[config.mk]
export PLATFORM = sky130hd
export DESIGN_NAME = alu_secuenciador_flat
export DESIGN_NICKNAME = d
export VERILOG_FILES = /design/src/rtl/alu_pkg.sv /design/src/rtl/alu_secuenciador_if.sv /design/src/rtl/alu_sec_fifo.sv /design/src/rtl/alu_secuenciador.sv /design/src/flat_wrapper.sv
export SDC_FILE = /design/constraint.sdc
export NUM_CORES = 1
export LEC_CHECK = 0
export ABC_AREA = 1
export CELL_PAD_IN_SITES_DETAIL_PLACEMENT = 0
export CELL_PAD_IN_SITES_GLOBAL_PLACEMENT = 1
export CORE_ASPECT_RATIO = 0.8
export CORE_MARGIN = 5
export CORE_UTILIZATION = 39
export CTS_CLUSTER_DIAMETER = 100
export DETAILED_ROUTE_END_ITERATION = 10
export GPL_ROUTABILITY_DRIVEN = 1
export GPL_TIMING_DRIVEN = 0
export PLACE_DENSITY = 0.95
export SKIP_CTS_REPAIR_TIMING = 1
export SYNTH_ARGS = -nofsm -noshare
export SYNTH_HDL_FRONTEND = slang
export SYNTH_SLANG_ARGS = --single-unit
[constraint.sdc]
create_clock -name clk -period 5.3 [get_ports clk]
set_clock_uncertainty 0.1 [all_clocks]
set_input_delay 1.06 -clock clk [delete_from_list [all_inputs] [get_ports clk]]
set_output_delay 1.06 -clock clk [all_outputs]
set_load 0.01 [all_outputs]
[src/rtl/alu_pkg.sv]
// Shared definitions for the ALU sequencer: widths, opcodes, FSM states and
// the instruction byte layout.
package alu_pkg;

  localparam int unsigned DATA_W  = 4;
  localparam int unsigned ADDR_W  = 2;
  localparam int unsigned INSTR_W = 8;
  localparam int unsigned OP_W    = 3;
  localparam int unsigned NREGS   = 4;
  localparam int unsigned CNT_W   = 3;

  localparam logic [OP_W-1:0] OP_SUM  = 3'h0;
  localparam logic [OP_W-1:0] OP_COMP = 3'h1;
  localparam logic [OP_W-1:0] OP_SL   = 3'h2;
  localparam logic [OP_W-1:0] OP_SR   = 3'h3;
  localparam logic [OP_W-1:0] OP_CMI  = 3'h4;
  localparam logic [OP_W-1:0] OP_CMM  = 3'h5;
  localparam logic [OP_W-1:0] OP_SA   = 3'h6;
  localparam logic [OP_W-1:0] OP_LO   = 3'h7;

  // Instruction byte: [7:5] op, [4:3] rd (also B source), [2:1] ra, [0] nowb
  localparam int unsigned OP_LSB   = 5;
  localparam int unsigned RD_LSB   = 3;
  localparam int unsigned RA_LSB   = 1;
  localparam int unsigned NOWB_BIT = 0;

  typedef struct packed {
    logic [OP_W-1:0]   op;
    logic [ADDR_W-1:0] rd;
    logic [ADDR_W-1:0] ra;
    logic              nowb;
  } instr_t;

  typedef enum logic [1:0] {
    ST_IDLE  = 2'd0,
    ST_ISSUE = 2'd1,
    ST_WAIT  = 2'd2,
    ST_WB    = 2'd3
  } state_t;

endpackage

[src/rtl/alu_secuenciador_if.sv]
// Host-side instruction handshake and completion bus of the ALU sequencer.
interface alu_secuenciador_if;
  import alu_pkg::*;

  logic               in_valid;
  logic               in_ready;
  logic [INSTR_W-1:0] in_instr;
  logic               res_valid;
  logic [DATA_W-1:0]  res_data;
  logic [ADDR_W-1:0]  res_addr;

  modport master (output in_valid, in_instr,
                  input  in_ready, res_valid, res_data, res_addr);
  modport slave  (input  in_valid, in_instr,
                  output in_ready, res_valid, res_data, res_addr);
endinterface

[src/rtl/alu_sec_fifo.sv]
// Small instruction FIFO placed in front of the sequencer FSM when the
// ALU_SEQ_FIFO_EN build option is enabled. DEPTH must be a power of 2, >= 2.
module alu_sec_fifo
  import alu_pkg::*;
#(
  parameter int unsigned DEPTH = 2
) (
  input  logic   clk,
  input  logic   rst_n,
  input  logic   push,
  input  logic   pop,
  input  instr_t din,
  output instr_t dout,
  output logic   empty,
  output logic   full
);
  localparam int unsigned AW = $clog2(DEPTH);

  instr_t        mem [DEPTH];
  logic [AW:0]   wr_ptr;
  logic [AW:0]   rd_ptr;

  // Extra pointer bit distinguishes full from empty; wrap is natural modulo DEPTH
  always_ff @(posedge clk) begin
    if (!rst_n) begin
      wr_ptr <= '0;
      rd_ptr <= '0;
    end else begin
      if (push) wr_ptr <= wr_ptr + (AW+1)'(1);
      if (pop)  rd_ptr <= rd_ptr + (AW+1)'(1);
    end
  end

  always_ff @(posedge clk) begin
    if (push) mem[wr_ptr[AW-1:0]] <= din;
  end

  assign dout  = mem[rd_ptr[AW-1:0]];
  assign empty = (wr_ptr == rd_ptr);
  assign full  = (wr_ptr[AW] != rd_ptr[AW]) && (wr_ptr[AW-1:0] == rd_ptr[AW-1:0]);

endmodule

[src/rtl/alu_secuenciador.sv]
// Sequences the 4-bit ALU: fetches operands from a 4x4 register file, holds
// ALU inputs stable for ALU_LAT cycles, captures and writes back the result.
// Build option ALU_SEQ_FIFO_EN adds an instruction FIFO in front of the FSM.
module alu_secuenciador
  import alu_pkg::*;
#(
  parameter int unsigned ALU_LAT    = 3,
  parameter int unsigned FIFO_DEPTH = 2
) (
  input  logic               clk,
  input  logic               rst_n,
  alu_secuenciador_if.slave  bus,
  input  logic               ld_en,
  input  logic [ADDR_W-1:0]  ld_addr,
  input  logic [DATA_W-1:0]  ld_data,
  input  logic [ADDR_W-1:0]  rd_addr,
  output logic [DATA_W-1:0]  rd_data,
  output logic [INSTR_W-1:0] alu_instr,
  output logic [DATA_W-1:0]  alu_a,
  output logic [DATA_W-1:0]  alu_b,
  input  logic [DATA_W-1:0]  alu_result,
  output logic               busy
);

  if (ALU_LAT < 1 || ALU_LAT > 7 || FIFO_DEPTH < 2 ||
      (FIFO_DEPTH & (FIFO_DEPTH - 1)) != 0) begin : g_param_check
    $error("alu_secuenciador: illegal ALU_LAT or FIFO_DEPTH");
  end

  state_t             state, state_nxt;
  logic               live;
  logic [DATA_W-1:0]  regs [NREGS];
  logic [CNT_W-1:0]   cnt, cnt_nxt;
  logic [OP_W-1:0]    op_q, op_nxt;
  logic [ADDR_W-1:0]  rd_q, rd_nxt;
  logic               nowb_q, nowb_nxt;
  logic [INSTR_W-1:0] alu_instr_nxt;
  logic [DATA_W-1:0]  alu_a_nxt, alu_b_nxt;
  logic               res_valid_nxt;
  logic [DATA_W-1:0]  res_data_nxt;
  logic [ADDR_W-1:0]  res_addr_nxt;

  logic               load;
  instr_t             src;
  logic               wb_we;
  logic [DATA_W-1:0]  a_src, b_src;

  // load: an instruction enters ISSUE this edge; src is where it comes from
`ifdef ALU_SEQ_FIFO_EN
  logic   fifo_empty, fifo_full;
  instr_t fifo_dout;

  alu_sec_fifo #(.DEPTH(FIFO_DEPTH)) u_fifo (
    .clk   (clk),
    .rst_n (rst_n),
    .push  (bus.in_valid && bus.in_ready),
    .pop   (load),
    .din   (instr_t'(bus.in_instr)),
    .dout  (fifo_dout),
    .empty (fifo_empty),
    .full  (fifo_full)
  );

  assign load         = (state == ST_IDLE || state == ST_WB) && !fifo_empty;
  assign src          = fifo_dout;
  assign bus.in_ready = live && !fifo_full;
  assign busy         = (state != ST_IDLE) || !fifo_empty;
`else
  assign load         = (state == ST_IDLE) && bus.in_valid && bus.in_ready;
  assign src          = instr_t'(bus.in_instr);
  assign bus.in_ready = live && (state == ST_IDLE);
  assign busy         = (state != ST_IDLE);
`endif

  assign wb_we   = (state == ST_WB) && !nowb_q && (op_q != OP_SA);
  // A dequeue during WB must see the value being written back this edge
  assign a_src   = (wb_we && src.ra == rd_q) ? bus.res_data : regs[src.ra];
  assign b_src   = (wb_we && src.rd == rd_q) ? bus.res_data : regs[src.rd];
  assign rd_data = regs[rd_addr];

  // State and datapath registers
  always_ff @(posedge clk) begin
    if (!rst_n) begin
      state         <= ST_IDLE;
      live          <= 1'b0;
      cnt           <= '0;
      op_q          <= '0;
      rd_q          <= '0;
      nowb_q        <= 1'b0;
      alu_instr     <= '0;
      alu_a         <= '0;
      alu_b         <= '0;
      bus.res_valid <= 1'b0;
      bus.res_data  <= '0;
      bus.res_addr  <= '0;
      for (int unsigned i = 0; i < NREGS; i++) regs[i] <= '0;
    end else begin
      state         <= state_nxt;
      live          <= 1'b1;
      cnt           <= cnt_nxt;
      op_q          <= op_nxt;
      rd_q          <= rd_nxt;
      nowb_q        <= nowb_nxt;
      alu_instr     <= alu_instr_nxt;
      alu_a         <= alu_a_nxt;
      alu_b         <= alu_b_nxt;
      bus.res_valid <= res_valid_nxt;
      bus.res_data  <= res_data_nxt;
      bus.res_addr  <= res_addr_nxt;
      // Host load has priority over a write-back to the same register
      for (int unsigned i = 0; i < NREGS; i++) begin
        if (ld_en && ld_addr == ADDR_W'(i))    regs[i] <= ld_data;
        else if (wb_we && rd_q == ADDR_W'(i))  regs[i] <= bus.res_data;
      end
    end
  end

  // Next-state logic
  always_comb begin
    state_nxt = state;
    case (state)
      ST_IDLE:  if (load) state_nxt = ST_ISSUE;
      ST_ISSUE: state_nxt = ST_WAIT;
      ST_WAIT:  if (cnt == CNT_W'(1)) state_nxt = ST_WB;
      ST_WB:    state_nxt = load ? ST_ISSUE : ST_IDLE;
      default:  state_nxt = ST_IDLE;
    endcase
  end

  // Output / datapath next values; ALU inputs are zero outside ISSUE and WAIT
  always_comb begin
    cnt_nxt       = cnt;
    op_nxt        = op_q;
    rd_nxt        = rd_q;
    nowb_nxt      = nowb_q;
    alu_instr_nxt = '0;
    alu_a_nxt     = '0;
    alu_b_nxt     = '0;
    res_valid_nxt = 1'b0;
    res_data_nxt  = bus.res_data;
    res_addr_nxt  = bus.res_addr;

    if (load) begin
      op_nxt        = src.op;
      rd_nxt        = src.rd;
      nowb_nxt      = src.nowb;
      alu_instr_nxt = INSTR_W'(src.op) << OP_LSB;
      alu_a_nxt     = a_src;
      alu_b_nxt     = b_src;
    end else if (state == ST_ISSUE || (state == ST_WAIT && cnt != CNT_W'(1))) begin
      alu_instr_nxt = alu_instr;
      alu_a_nxt     = alu_a;
      alu_b_nxt     = alu_b;
    end

    if (state == ST_ISSUE)     cnt_nxt = CNT_W'(ALU_LAT);
    else if (state == ST_WAIT) cnt_nxt = cnt - CNT_W'(1);

    if (state == ST_WAIT && cnt == CNT_W'(1)) begin
      res_valid_nxt = 1'b1;
      res_data_nxt  = alu_result;
      res_addr_nxt  = rd_q;
    end
  end

endmodule

[src/flat_wrapper.sv]
// flat-port wrapper written by rule: the top's interface ports become plain ports
module alu_secuenciador_flat import alu_pkg::*;
#(
  parameter int unsigned ALU_LAT    = 3,
  parameter int unsigned FIFO_DEPTH = 2
)
  (clk, rst_n, ld_en, ld_addr, ld_data, rd_addr, rd_data, alu_instr, alu_a, alu_b, alu_result, busy, bus_in_valid, bus_in_instr, bus_in_ready, bus_res_valid, bus_res_data, bus_res_addr);
  alu_secuenciador_if bus_i ();
  input  logic clk;
  input  logic rst_n;
  input  logic ld_en;
  input  logic [ADDR_W-1:0] ld_addr;
  input  logic [DATA_W-1:0] ld_data;
  input  logic [ADDR_W-1:0] rd_addr;
  output logic [DATA_W-1:0] rd_data;
  output logic [INSTR_W-1:0] alu_instr;
  output logic [DATA_W-1:0] alu_a;
  output logic [DATA_W-1:0] alu_b;
  input  logic [DATA_W-1:0] alu_result;
  output logic busy;
  input wire logic [$bits(bus_i.in_valid)-1:0] bus_in_valid;
  input wire logic [$bits(bus_i.in_instr)-1:0] bus_in_instr;
  output wire logic [$bits(bus_i.in_ready)-1:0] bus_in_ready;
  output wire logic [$bits(bus_i.res_valid)-1:0] bus_res_valid;
  output wire logic [$bits(bus_i.res_data)-1:0] bus_res_data;
  output wire logic [$bits(bus_i.res_addr)-1:0] bus_res_addr;
  assign bus_i.in_valid = bus_in_valid;
  assign bus_i.in_instr = bus_in_instr;
  assign bus_in_ready = bus_i.in_ready;
  assign bus_res_valid = bus_i.res_valid;
  assign bus_res_data = bus_i.res_data;
  assign bus_res_addr = bus_i.res_addr;
  alu_secuenciador #(.ALU_LAT(ALU_LAT), .FIFO_DEPTH(FIFO_DEPTH)) u_core (.clk(clk), .rst_n(rst_n), .bus(bus_i), .ld_en(ld_en), .ld_addr(ld_addr), .ld_data(ld_data), .rd_addr(rd_addr), .rd_data(rd_data), .alu_instr(alu_instr), .alu_a(alu_a), .alu_b(alu_b), .alu_result(alu_result), .busy(busy));
endmodule
==> results of run 1 <==
==> per-stage QoR <==
step	util [%]	cell area [um2]	hold WS, ps	total power, mW	setup slack (ps)
after detailed placement	48.5	3050	343	0.763	1720
final	50.3	3160	355	1.01	1710
after floorplan	-	2490	343	0.641	2460
after global routing	50.3	3160	390	1.07	1630
after global placement	48.5	3050	338	0.756	1720
after CTS	50.3	3160	361	1.01	1720
==> sequential cells by signal, indices dropped and copies added, names as in the netlist <==
name and cells:
u_core.live 1, u_core.alu_a 4, u_core.op_q 3, u_core.bus.res_valid 1
u_core.nowb_q 1, u_core.alu_instr 3, u_core.state 2, u_core.cnt 3
u_core.bus.res_data 4, u_core.regs 16, u_core.alu_b 4, u_core.bus.res_addr 2
u_core.rd_q 2
==> path summary, 6_finish.rpt <==
kind                                               end  cells after the start
worst max register to register       u_core.regs[2][0]                      8
worst max-delay path                        rd_data[2]                      5
worst min-delay path            u_core.bus.res_addr[1]                      2
worst min register to register  u_core.bus.res_addr[1]                      2
==> report_power, final <==
part           total [mW]  internal (mW)  switching (mW)
Sequential          0.441          0.407          0.0336
Clock               0.250          0.135           0.115
Combinational       0.315          0.134           0.181
==> metal layers <==
metal  part of all wire, %  up-vias  GRT usage (%)
met5                     0        -              0
met4                   1.5        0           6.14
met3                   8.3       12           4.38
met2                    44      108           25.5
met1                    46     1099           23.0
li1                      -     1219              -
==> worst register-to-register path, delay by kind of cell (launching register included) <==
kind	cells	cell delay, ps
buf+inv	3	370
fa+ha+maj	1	160
simple gates	4	660
flops	1	390
==> synth_stat cells <==
cell	number	area [um2]
nand2_1	85	319
nand3_1	42	210
dfxtp_1	30	601
inv_1	30	113
a21oi_1	24	120
o21ai_0	21	105
o22ai_1	20	125
edfxtp_1	16	480
nor2_1	13	48.8
buf_4	7	52.6
ha_1	7	87.6
nand4_1	6	37.5
inv_2	5	18.8
nand2_2	4	25.0
clkbuf_1	3	11.3
a31oi_1	2	12.5
buf_2	2	10.0
buf_6	2	22.5
nor2_4	2	22.5
nor3_1	2	10.0
a211oi_1	1	7.51
a21oi_2	1	8.76
clkbuf_8	1	13.8
clkinv_1	1	3.75
conb_1	1	3.75
o21ai_1	1	5.00
==> cell type report <==
class	instances	area (um2)
buffer	15	110
multi-input combinational	236	1160
fill	613	3120
clock buffer	8	111
inverter	36	135
timing repair buffer	45	450
sequential	46	1080
tap	84	105
==> cell families after synthesis <==
| logic type | count (synthesis) | synth area share (%) |
|---|---|---|
| simple gates | 154 | 27.2 |
| compound gates | 70 | 15.5 |
| buf+inv | 51 | 9.91 |
| flops | 46 | 43.7 |
| fa+ha+maj | 7 | 3.54 |
| other cells | 1 | 0.152 |
==> metrics, run 1 <==
Setup crit start=rd_addr[1]; layout cell share with drive strength beyond 1=8.03%; Worst EP required=4140 ps; Clock Pin Slew Worst Setup and Hold Paths=around 80 ps; Buf/Inv on CP=3; Die Height=81.3 um; Initial Utilization=roughly two fifths; syn avg cell area=7.52 um2; R2R Setup Slk=3320 ps; TritonCTS Sinks=between 40 and 50; drt drc=0; core area=0.00628 mm2; Total Wirelength=6530 um; Final HPWL DP=5040 um; vias in the first global route=2281; Synth Cell Area=about 0.0025 mm2; Peak supply drop=0.143 mV; drt wl/cell=13.9 um; GPL Wtd Cong=0.845; io pins=53; Gate Count Post-Synth=about 330; Seq/Total Area, Yosys=about 44%; grt ovf=0; die width=slightly below 100 um; outcome=complete, no violations; Root Driver=clkbuf_8; crit-path max FO=5; Yosys reg bits=46; CTS tree=yes; total CTS buffers=5; Vias=2438; CP most frequent cell=clkdlybuf4s50_1; most common cell after layout, fill and taps aside=nand2_1; Slew Limit Fails=0; Startpoint Class=input port; Slowest cell on crit path=clkdlybuf4s50_1; kind of end point of the critical path=output pin; DRT iter0 DRCs=130; most frequent cells in the layout=85 x nand2_1, 45 x clkdlybuf4s50_1, 42 x nand3_1, 30 x inv_1, 30 x dfxtp_1; unrepaired setup endpoints after global routing=no; PwrDens=319 mW/mm2; Rows=26; Max Cap Viol=0; crit share post-route=67.7%; Ant. Diodes=0; crit-path leading delay family=buffers and inverters; Critical Path Max Stage Delay=560 ps; Cell Count Post-Placement=462; Netlist cell types=26; largest net degree at the start of global routing=15; initial antenna violation count=0; crit path kind=input port to output pin; GRT Total Usage=16.8%; Via density=around 5.2; WP data arrival=~2400 ps; maximum clock frequency=0.279 GHz; Final Hold Viols=0; global-route wire length before repair=10800 um; Final setup viols=0; final std cells w/o fill=470; Port-buffer cells=45; Final min period=between 3000 and 4000 ps; Setup TNS=0 ps; Final ANT Viol Nets=0; Crit Reg-Reg Startpoint=u_core.state[0]; HP Start=u_core.bus.res_addr[1]; H-tree Lvls=2; Pre-antenna DRT Iters=5; cells along the critical path=clkdlybuf4s50_1, inv_1, o21ai_0, o22ai_1, clkdlybuf4s50_1; worst-case clock buffer depth=2; Static Leak=1.25 nW; Final #Nets=416; Ys Warns=0; Skew-Pair Late Insertion Delay=300 ps; synthesis-to-layout area growth=27.6%; die area=0.00805 mm2; worst min-delay path category=flip-flop to flip-flop
(Power assumes the default switching activity.)
==> run 2: changes to the inputs <==
- CORE_UTILIZATION: 39 -> 33
- PLACE_DENSITY: 0.95 -> 0.88
- clock period: 5.3 -> 3.2 ns (I/O delays scaled with it)
==> run 2 against run 1 <==
  * Via count shrank 2.2%
  * Wire length grew 5.1%
  * Combinational power grew 66%
  * Hold slack gained 4.1 ps
  * Register-to-register slack lost 2100 ps
  * Sequential power grew 66%
  * Cell count grew 1.3%
  * Final area grew 0.28%
  * Setup slack lost 1300 ps
  * Global-route usage shrank 2.2 points
  * Count of clock-buffer cells in the layout shrank 3
  * Critical path type unchanged
  * Highest routed layer unchanged
==> metrics, run 2 (synthesis gave the netlist of run 1 again) <==
outcome=complete, no violations; Clock Pin Slew Worst Setup and Hold Paths=90 ps (about the same); die area=0.00934 mm2 (+16%); Crit Reg-Reg Endpoint=u_core.regs[2][0]; Vias=2384 (-2.2%); global-route wire length before repair=10900 um (+1.3%); GPL Wtd Cong=0.927 (+9.6%); hold path depth=2 (unchanged); DRT iter0 DRCs=132 (+1.5%); layout cell share with drive strength beyond 1=8.29% (+0.26 points); max FFs per register=16 (unchanged); Startpoint Class=input port; DP Worst Slack=441 ps (-1280 ps); Final #Nets=416 (unchanged); Slowest cell on crit path=clkdlybuf4s50_1; Worst EP required=2460 ps (-1680 ps); total CTS buffers=5 (unchanged); H-tree Lvls=2 (unchanged); drt drc=0 (unchanged); Final HPWL DP=5380 um (+6.7%); final core occ=43.0% (-7.3 points); Rows=28 (+7.7%); WP data arrival=2030 ps (-400 ps); Initial Utilization=33.6% (-5.8 points); crit share post-route=between 80 and 90%; maximum clock frequency=0.362 GHz; Static Leak=1.25 nW (-0.16%); vias in the first global route=2269 (-0.53%); worst-case clock buffer depth=2 (unchanged); core area=0.00736 mm2 (+17%); Area after DPL=0.00305 mm2 (+0.25%); Final setup viols=0 (unchanged); Final ANT Viol Nets=0 (unchanged); Sequential Area=0.00108 mm2 (unchanged); crit path kind=input port to output pin; Ant. Diodes=0 (unchanged); Pre-antenna DRT Iters=4 (-1); design area=0.00317 mm2 (+0.28%); largest net degree at the start of global routing=16 (+1); Critical Path Max Stage Delay=570 ps (about the same); filler instances=750 (+22%); PwrDens=536 mW/mm2 (+68%); drt wl/cell=14.4 um (+3.8%); Max Cap Viol=0 (unchanged); unrepaired setup endpoints after global routing=no; HP Start=u_core.bus.res_addr[1]; Pwr Total=1.70 mW (+69%); Final Hold Viols=0 (unchanged); area of the multi-input gates=0.00116 mm2 (unchanged); most common cell after layout, fill and taps aside=nand2_1; Port-buffer cells=45 (unchanged); Largest Register=u_core.regs; Peak supply drop=0.227 mV (+59%); Root Driver=clkbuf_8; Die Height=87.5 um (+7.6%); die width=107 um (+7.8%); Setup TNS=0 ps (unchanged); Via density=5.01 (-3.4%); TritonCTS Sinks=46 (unchanged); Cell Count Post-Placement=468 (+1.3%); CTS tree=yes; GRT Total Usage=14.6% (-2.2 points); initial antenna violation count=0 (unchanged); R2R Setup Slk=1270 ps (-2050 ps); cells along the critical path=clkdlybuf4s50_1, inv_1, o21ai_0, o22ai_1, clkdlybuf4s50_1; Final min period=2770 ps; crit-path max FO=5 (unchanged); hold path endpoint=u_core.bus.res_addr[1]; Total Wirelength=6870 um (+5.1%); Crit Reg-Reg Startpoint=u_core.state[0]; final std cells w/o fill=476 (+1.3%); FF-to-FF path depth=8 (unchanged); CP most frequent cell=clkdlybuf4s50_1; kind of end point of the critical path=output pin; Slew Limit Fails=0 (unchanged); synthesis-to-layout area growth=27.9%; min setup slack post-route=435 ps (-1280 ps); Hold Slack=359 ps (+4.12 ps); worst min-delay path category=flip-flop to flip-flop; Skew-Pair Late Insertion Delay=300 ps (about the same); io pins=53 (unchanged); grt ovf=0 (unchanged); most frequent cells in the layout=85 x nand2_1, 45 x clkdlybuf4s50_1, 42 x nand3_1, 30 x inv_1, 30 x dfxtp_1
run 2: cell count changes in the layout (fill, tap and decap cells not counted):
cell | previous run | this run
bufinv_16 | 0 | 1
clkbuf_1 | 4 | 3
clkbuf_16 | 1 | 0
clkbuf_8 | 7 | 6
clkinvlp_2 | 0 | 1
inv_6 | 0 | 1
run 2: layout make-up:
cell class	instances	share of cell area, %
Sequential cell	46	34.2
Inverter	36	4.27
Timing Repair Buffer	45	14.2
Clock buffer	5	2.17
Multi-Input combinational cell	236	36.8
Clock inverter	3	1.38
Buffer	15	3.48
Tap cell	90	3.56
run 2: critical path, delay by kind of cell:
family / cells / cell delay (ps)
buf+inv: 3 / 1150
compound gates: 2 / 230
run 2: how the worst max path moves through the flow:
stage | from | to
after floorplan | rd_addr[0] | rd_data[0]
after global placement | rd_addr[1] | rd_data[2]
after detailed placement | rd_addr[1] | rd_data[1]
after CTS | rd_addr[1] | rd_data[1]
after global routing | rd_addr[1] | rd_data[3]
final | rd_addr[1] | rd_data[1]
run 2: power by group:
part	total [mW]	switching, mW	internal [mW]
registers	0.733	0.0583	0.675
clock network	0.441	0.207	0.234
logic	0.523	0.301	0.223
total	1.70	0.566	1.13
run 2: layer usage:
metal	vias to the layer above	global-route usage [%]	wire (um)
li1	1224	-	-
met3	7	3.41	563
met1	1065	20.7	3290
met2	88	22.6	2930
met5	-	0	0
met4	0	3.25	83
==> run 3: changes to the inputs <==
- ABC_AREA: 1 -> 0
- CORE_ASPECT_RATIO: 0.8 -> 1.25
- CORE_UTILIZATION: 33 -> 36
==> run 3 against run 2 <==
  * Cell count decreased by 24%
  * Die area down 7.7%
  * Maximum frequency is 9.8% lower
  * Setup slack got worse by 300 ps
  * Register-to-register slack got worse by 260 ps
  * Combinational power fell by 8.6%
  * Synthesized area fell by 0.20%
  * Critical endpoint is now rd_data[2]
  * Highest routed layer unchanged
  * Final area shrank 0.28%
  * Count of clock-buffer cells in the layout unchanged
  * Synthesized cell count decreased by 34%
  * Sequential power shrank 3%
==> metrics, run 3 <==
outcome=complete, no violations; Final #Nets=304 (-27%); Ant. Diodes=0 (unchanged); crit share post-route=95.8% (+9.4 points); vias in the first global route=1858 (-18%); worst-case clock buffer depth=2 (unchanged); top post-synthesis cells by count=30 x dfxtp_1, 18 x nand2_1, 17 x nor2_1; hold path endpoint=u_core.op_q[0]; clock group share of total power=26.9% (+0.9 points); DRT iter0 DRCs=152 (+15%); top post-synthesis cells by area=dfxtp_1 24%, edfxtp_1 19%, mux4_1 7.4%, a22o_1 5.7%, mux4_2 4.6%; CTS tree=yes; Cell Count Post-Placement=353 (-25%); Initial Utilization=37.4% (+3.7 points); Setup crit start=rd_addr[0]; H-tree Lvls=2 (unchanged); kind of end point of the critical path=output pin; Startpoint Class=input port; Worst EP required=2460 ps (about the same); CP most frequent cell=clkdlybuf4s50_1; Final HPWL DP=4290 um (-20%); Skew-Pair Late Insertion Delay=300 ps (about the same); final core occ=47.8% (+4.8 points); Port-buffer cells=45 (unchanged); die width=84.1 um (-21%); most frequent cells in the layout=45 x clkdlybuf4s50_1, 30 x dfxtp_1, 18 x nand2_1, 17 x nor2_1; Rows=33 (+18%); Netlist cell types=42 (+62%); syn avg cell area=11.4 um2 (+51%); Root Driver=clkbuf_8; Pint=1.14 mW (+0.73%); crit-path leading delay family=buffers and inverters; layout cell share with drive strength beyond 1=11.3% (+3.0 points); EDFF count, synth=16 (unchanged); crit path kind=input port to output pin; crit-path max FO=4 (-1); Largest Register=u_core.regs; FF-to-FF path depth=5 (-3); Final min period=3070 ps (+301 ps); Crit Reg-Reg Endpoint=u_core.regs[0][3]; Critical Path Max Stage Delay=630 ps (+60 ps); top_reg_cell synth=dfxtp_1; Worst-Margin Slew=551 ps; grt ovf=0 (unchanged); TritonCTS Sinks=46 (unchanged); Switching Share=30.1% (-3.2 points); GRT Total Usage=13.0% (-1.5 points); worst min-delay path category=flip-flop to flip-flop; maximum clock frequency=0.326 GHz (-9.8%); Vias=1859 (-22%); die area=0.00863 mm2 (-7.7%); Buf/Inv on CP=2 (-1); sequential power share=43.8% (+0.6 points); Comb power frac=29.3% (-1.5 points); Synth top area share=24.3% (+0.049 points); Final Hold Viols=0 (unchanged); dominant cell type by area after synthesis=dfxtp_1; Final setup viols=0 (unchanged); max FFs per register=16 (unchanged); HP Start=u_core.op_q[0]; drt wl/cell=15.1 um (+4.4%); Setup TNS=0 ps (unchanged); Seq/Total Area, Yosys=43.8% (+0.089 points); Max Cap Viol=0 (unchanged); Pre-antenna DRT Iters=4 (unchanged); Final ANT Viol Nets=0 (unchanged); GPL Wtd Cong=0.752 (-19%); io pins=53 (unchanged); most common cell after layout, fill and taps aside=clkdlybuf4s50_1; Slowest cell on crit path=clkdlybuf4s50_1; Yosys reg bits=46 (unchanged); Synth Cell Area=0.00247 mm2 (-0.20%); global-route wire length before repair=8910 um (-18%); Die Height=103 um (+17%); NetSw=0.491 mW (-13%); post-synthesis async set-or-reset flop share=0% (unchanged); WP data arrival=2330 ps (+300 ps); Total Wirelength=5440 um (-21%); final std cells w/o fill=361 (-24%); initial antenna violation count=0 (unchanged); Ys Warns=0 (unchanged); PwrDens=517 mW/mm2 (-3.7%); Gate Count Post-Synth=217 (-34%); Static Leak=1.24 nW (-0.81%); unrepaired setup endpoints after global routing=no; Clock Pin Slew Worst Setup and Hold Paths=90 ps (about the same); synthesis-to-layout area growth=27.8% (about the same); Pwr Total=1.63 mW (-3.9%); Slew headroom=62.9%; cells along the critical path=clkdlybuf4s50_1, mux4_2, clkdlybuf4s50_1; most common cell in the synthesized netlist=dfxtp_1; largest net degree at the start of global routing=16 (unchanged); R2R Setup Slk=1010 ps (-260 ps); core area=0.00661 mm2 (-10%); total CTS buffers=5 (unchanged); hold path depth=2 (unchanged); drt drc=0 (unchanged); Crit Reg-Reg Startpoint=u_core.state[0]; Slew Limit Fails=0 (unchanged); Via density=5.15 (+2.8%); Peak supply drop=0.213 mV (-6.0%)
[run 3: worst reg2reg max path, stage by stage (launching register included)]
cell     delay [ps]
dfxtp_1         400
ha_1            190
nor2b_1         230
nand2_1         130
nor4_2          540
or3_1           310
[run 3: how the worst max path moves through the flow]
stage,end,depth (start not counted)
2_1_floorplan,rd_data[0],1
3_3_place_gp,rd_data[3],3
3_5_place_dp,rd_data[3],3
4_1_cts,rd_data[3],3
5_1_grt,rd_data[3],3
6_report,rd_data[2],3
[run 3: layer usage]
| metal | share of wire (%) | global-route usage, % | vias to the layer above | wire, um |
|---|---|---|---|---|
| li1 | - | - | 922 | - |
| met1 | 41 | 15.0 | 877 | 2240 |
| met2 | 53 | 24.2 | 54 | 2890 |
| met3 | 4.3 | 2.40 | 6 | 233 |
| met4 | 1.5 | 4.83 | 0 | 79 |
| met5 | 0 | 0 | - | 0 |
[run 3: cell families after synthesis]
logic type | synth area share, %
DFF | 43.8
adders and majority gates | 3.55
buffers and inverters | 5.12
other | 0.152
muxes | 14.8
xor gates and xnor gates | 1.77
and+or+nand+nor | 18.2
AOI/OAI and AO/OA | 12.6
[run 3: power by group through the flow]
stage	sequential [mW]	clock, mW	combinational (mW)
floorplan	0.719	0	0.314
global placement	0.722	0	0.471
detailed placement	0.727	0	0.478
CTS	0.713	0.443	0.483
global route	0.723	0.473	0.531
finish	0.714	0.438	0.478
[run 3: area by class of cell]
type / count / area [um2]
Buffer: 16 / 100
Clock buffer: 5 / 68.8
Clock inverter: 3 / 43.8
Fill cell: 613 / 3450
Inverter: 7 / 26.3
Multi-Input combinational cell: 152 / 1280
Sequential cell: 46 / 1080
Tap cell: 87 / 109
Timing Repair Buffer: 45 / 450
[run 3: per-stage QoR]
step | setup WS (ps) | hold WS (ps) | cell area, um2
CTS | 92.4 | 372 | 3160
global placement | 123 | 347 | 3040
floorplan | 1310 | 340 | 2480
finish | 134 | 371 | 3160
detailed placement | 103 | 360 | 3040
global route | 59.8 | 399 | 3160
